## src/rtl/fetch_stage.sv

```systemverilog
// IF stage: owns the PC, drives the instruction-memory address and registers
// the fetched word into IF/ID. Per-edge priority is redirect > stall > advance.
module fetch_stage #(
  parameter logic [31:0] RESET_PC = 32'h0000_0000,
  parameter logic [31:0] PC_STEP  = 32'd4
) (
  input  logic        Clk,
  input  logic        Reset,
  input  logic        Stall,
  input  logic [1:0]  PCSrc,
  input  logic [31:0] BranchAddress,
  input  logic [31:0] JumpTarget,
  input  logic [31:0] RegTarget,
  output logic [31:0] IMemAddr,
  input  logic [31:0] IMemData,
  output logic [31:0] IDPCAddResult,
  output logic [31:0] IDInstruction,
  output logic        IDValid,
  output logic        AlignErr,
  output logic [31:0] Debug_Program_Counter,
  output logic [31:0] FetchCount,
  output logic [31:0] StallCount
);

  typedef struct packed {
    logic [31:0] pcAddResult;
    logic [31:0] instr;
    logic        valid;
  } ifIdT;

  logic [31:0] pc;
  logic [31:0] pcPlus;
  logic [31:0] redirTarget;
  logic        redirect;
  ifIdT        ifId;

  assign pcPlus   = pc + PC_STEP;
  assign redirect = (PCSrc != 2'b00);

  always_comb begin
    redirTarget = pcPlus;
    case (PCSrc)
      2'b01:   redirTarget = BranchAddress;
      2'b10:   redirTarget = JumpTarget;
      2'b11:   redirTarget = RegTarget;
      default: redirTarget = pcPlus;
    endcase
  end

  always_ff @(posedge Clk or negedge Reset) begin
    if (!Reset) begin
      pc         <= RESET_PC;
      ifId       <= '0;
      AlignErr   <= 1'b0;
      FetchCount <= '0;
      StallCount <= '0;
    end else if (redirect) begin
      // Low bits are forced clear; a misaligned target is only flagged.
      pc   <= {redirTarget[31:2], 2'b00};
      ifId <= '0;
      if (redirTarget[1:0] != 2'b00) AlignErr <= 1'b1;
    end else if (Stall) begin
      if (StallCount != 32'hFFFF_FFFF) StallCount <= StallCount + 32'd1;
    end else begin
      pc               <= pcPlus;
      ifId.pcAddResult <= pcPlus;
      ifId.instr       <= IMemData;
      ifId.valid       <= 1'b1;
      if (FetchCount != 32'hFFFF_FFFF) FetchCount <= FetchCount + 32'd1;
    end
  end

  assign IMemAddr              = pc;
  assign Debug_Program_Counter = pc;
  assign IDPCAddResult         = ifId.pcAddResult;
  assign IDInstruction         = ifId.instr;
  assign IDValid               = ifId.valid;

endmodule

```

## config.mk

```make
export PLATFORM = sky130hd
export DESIGN_NAME = fetch_stage
export DESIGN_NICKNAME = d
export VERILOG_FILES = /design/src/rtl/fetch_stage.sv
export SDC_FILE = /design/constraint.sdc
export NUM_CORES = 1
export LEC_CHECK = 0
export ABC_AREA = 1
export BUFFER_PORTS_ARGS = -buffer_cell sky130_fd_sc_hd__buf_4
export CAP_MARGIN = 20
export CORE_MARGIN = 8
export CORE_UTILIZATION = 46
export DETAILED_ROUTE_END_ITERATION = 6
export GPL_TIMING_DRIVEN = 0
export PLACE_DENSITY = 0.77
export SKIP_CTS_REPAIR_TIMING = 1
export SYNTH_ARGS = -nofsm -noshare
export SYNTH_HDL_FRONTEND = slang
export SYNTH_SLANG_ARGS = --single-unit
```

## constraint.sdc

```tcl
create_clock -name Clk -period 1.6 [get_ports Clk]
set_input_delay 0.24 -clock Clk [delete_from_list [all_inputs] [get_ports Clk]]
set_output_delay 0.24 -clock Clk [all_outputs]
set_load 0.02 [all_outputs]
```

==> summary.txt <==
Timing
  • Sum Neg Setup Slack: -3.13 ns
  • Setup WS post-layout: -0.120 ns
  • Highest clock rate: 581 MHz
  • Final min period: 1.72 ns
  • Final Hold Vio Count: 0
  • RSZ-0062 raised after global routing: yes
  • Worst Tran Pin Value: 0.679 ns
  • Max-slew headroom: 54.8%
  • Max-slew violations: 0
  • Period utilisation layout: 108%
  • Final setup vio count: 53
  • Clock Skew: 0.00961 ns

Status
  • Failing checks: negative setup slack
  • Status: finished with violations

Finish
  • Fill cells: 1573
  • Layout cells sized above 1: 41.9%
  • Antenna Cells: 0
  • Final Util: 70.6%
  • Final nets: 1843
  • Register area: 4070 sq um
  • Area grow syn2layout: 51.6%
  • Footprint of the multi-input gates: 5170 sq um

Logic synthesis
  • Synth warnings: 0
  • Synth async-reset ratio: 100%
  • Most used DFF post-synth: dfrtp_1
  • Number of synthesized flops with an enable pin: 0
  • Cell variety after synth: 41
  • Avg Inst Size Synth: 7.32 sq um
  • Sequential area share after synthesis: 42.5%
  • Post-Syn Instances: 1278
  • Flops & latches, synth: 159
  • Post-Syn Area: 9360 sq um

Place
  • Final GP Congestion: 0.954
  • Dpl hpwl: 26.7 mm
  • PortBufs: 322

Detailed routing
  • 1st-iter DRT viols: 1036
  • Vias per cell: 5.26
  • DRC Markers: 0
  • Via count: 10500
  • Total Wirelength: 36.2 mm
  • DRT antenna net count: 0
  • Drt wl/cell: 18.2 um
  • First-pass iteration count of the detailed router: 7

Clocking
  • Clk root buf: clkbuf_16
  • Clk slew on worst S/H paths: 0.07 ns
  • Total CTS buffers: 17
  • Max clock buf depth: 2
  • Sink Count: 159
  • CTS tree: built
  • Clk_lat worst skew: 0.43 ns
  • H-tree levels: 4

Die
  • I/O Pins: 327
  • Core area: 20100 sq um
  • Die width: 159 um
  • Die area: 25200 sq um
  • Die height: 159 um
  • Initial Util: 46.6%
  • Row count: 52

Critical path
  • Worst path max stage delay: 0.42 ns
  • Worst Path Buf+Inv: 2
  • Data required time of the critical path: 1.92 ns
  • Critical Path, Cell by Cell: nand2_2, nor2_2, nand4_1, nor2_2, nand2_4, nand2_8, clkinv_8, clkbuf_16, nand2_2, nand2_1
  • Top delay family on crit path: simple AND/OR/NAND/NOR gates
  • Crit Path Max Fanout: 8
  • Worst path slowest cell: dfrtp_2
  • Endpoint type of the worst setup path: flip-flop
  • CP Launch Type: flip-flop
  • Crit path arrival time: 2.04 ns
  • Crit Path Class: flip-flop to flip-flop

GRT
  • GRT Overall Usage: 26.1%
  • Antenna violations before repair: 0
  • Total gr overflow: 0
  • First-pass GRT wire length: 51.4 mm
  • Vias in the first global route: 9449
  • Largest net degree at the start of global routing: 84

Power
  • Pint: 7.92 mW
  • Clock power share: 33.7%
  • Static Leak: 7.11 nW
  • Pwr dens: 828 nW/um^2
  • Switch share: 32.6%
  • VDD IR max: 713 uV
  • Register share of total power: 40.1%
  • Combinational Power Share: 26.1%
  • Psw: 3.82 mW

Min path
  • Hold crit path type: primary input to flip-flop

Flow run
  • Max Cap Viol: 0
-- final timing paths --
path	from	endpoint	slack [ns]	cells past startpoint
min in group asynchronous	Reset	AlignErr$_DFFE_PN0P_	0.39	2
max	StallCount[26]$_DFFE_PN0P_	StallCount[27]$_DFFE_PN0P_	-0.12	10
max reg2reg	StallCount[26]$_DFFE_PN0P_	StallCount[27]$_DFFE_PN0P_	-0.12	10
min reg2reg	IDPCAddResult[2]$_DFFE_PN0N_	IDPCAddResult[2]$_DFFE_PN0N_	0.48	2
max in group asynchronous	Reset	StallCount[20]$_DFFE_PN0P_	0.36	3
min	IMemData[31]	IDInstruction[31]$_DFFE_PN0N_	0.03	2
-- routing by layer --
metal,vias to the layer above,routed length [um],global-route usage [%]
met1,5011,14300,33.2
met5,-,0,0
met3,57,3070,5.89
li1,4936,-,-
met4,0,760,7.00
met2,463,18100,43.9
-- power by group through the flow --
| stage | registers, mW | clock network (mW) | logic, mW |
|---|---|---|---|
| floorplan | 4.96 | 0 | 1.08 |
| global placement | 4.75 | 0 | 2.53 |
| detailed placement | 4.77 | 0 | 2.59 |
| finish | 4.71 | 3.96 | 3.07 |
| CTS | 4.69 | 3.98 | 2.60 |
| global route | 4.74 | 4.14 | 3.28 |
-- placed cells by master (no fill, tap or decap), types with 18 or more instances in the layout --
master / synthesis / final
inv_1: 62 / 61
a211oi_1: 18 / 18
o21ai_0: 36 / 22
a22o_1: 34 / 34
dfrtp_2: 0 / 72
xor2_1: 23 / 23
nor2_1: 151 / 128
clkbuf_16: 0 / 24
o21ai_1: 13 / 21
nand2_1: 515 / 454
buf_4: 36 / 427
nor2_2: 14 / 25
a21oi_1: 28 / 20
clkbuf_1: 16 / 18
dfrtp_1: 159 / 87
xnor2_1: 22 / 22
nand2_2: 6 / 54
nand3_1: 48 / 41
-- logic make-up after synthesis --
family,share of synthesized area (%)
simple gates,34.4
other cells,0.0401
compound gates,10.4
xor+xnor,4.21
flops,42.5
fa+ha+maj,0.401
buf+inv,8.05
-- layout make-up --
| type | instances | share of cell area, % |
|---|---|---|
| clock inverters | 11 | 0.767 |
| well taps | 270 | 2.38 |
| repair buffers | 406 | 22.8 |
| inverters | 68 | 1.92 |
| flip-flops and latches | 159 | 28.7 |
| clock buffers | 21 | 3.18 |
| multi-input cells | 980 | 36.4 |
| plain buffers | 75 | 3.78 |
-- cells in the mapped netlist (all sizes together) (9+ instances only) --
cell type  instances  share of area [%]
buf               59                4.7
nand2            526                 22
a21oi             29                1.6
inv               68                2.8
nor2             171                7.9
nand4              9               0.60
a22o              34                3.2
xnor2             22                2.1
nor3              10               0.53
nand3             48                2.6
a211oi            18                1.4
clkbuf            16               0.64
dfrtp            159                 43
xor2              23                2.2
o21ai             49                2.6
-- stage by stage --
step           power, mW  cell area, sq um  std cells  setup WS (ns)  hold slack (ns)
2_1_floorplan       6.04              9390       1281        0.00632          -0.0556
3_3_place_gp        7.29             12100       1873         -0.728            0.452
3_5_place_dp        7.36             12200       1874         -0.289            0.258
4_1_cts             11.3             12700       1906         -0.308           -0.198
5_1_grt             12.2             14200       1990         -0.185           0.0208
6_report            11.7             14200       1990         -0.120           0.0258
-- registers in the layout (all words and copies together), names as in the netlist --
name	count
StallCount	32
Debug_Program_Counter	30
IDValid	1
FetchCount	32
IDInstruction	32
AlignErr	1
IDPCAddResult	31
Power figures use the tool's default switching activity.
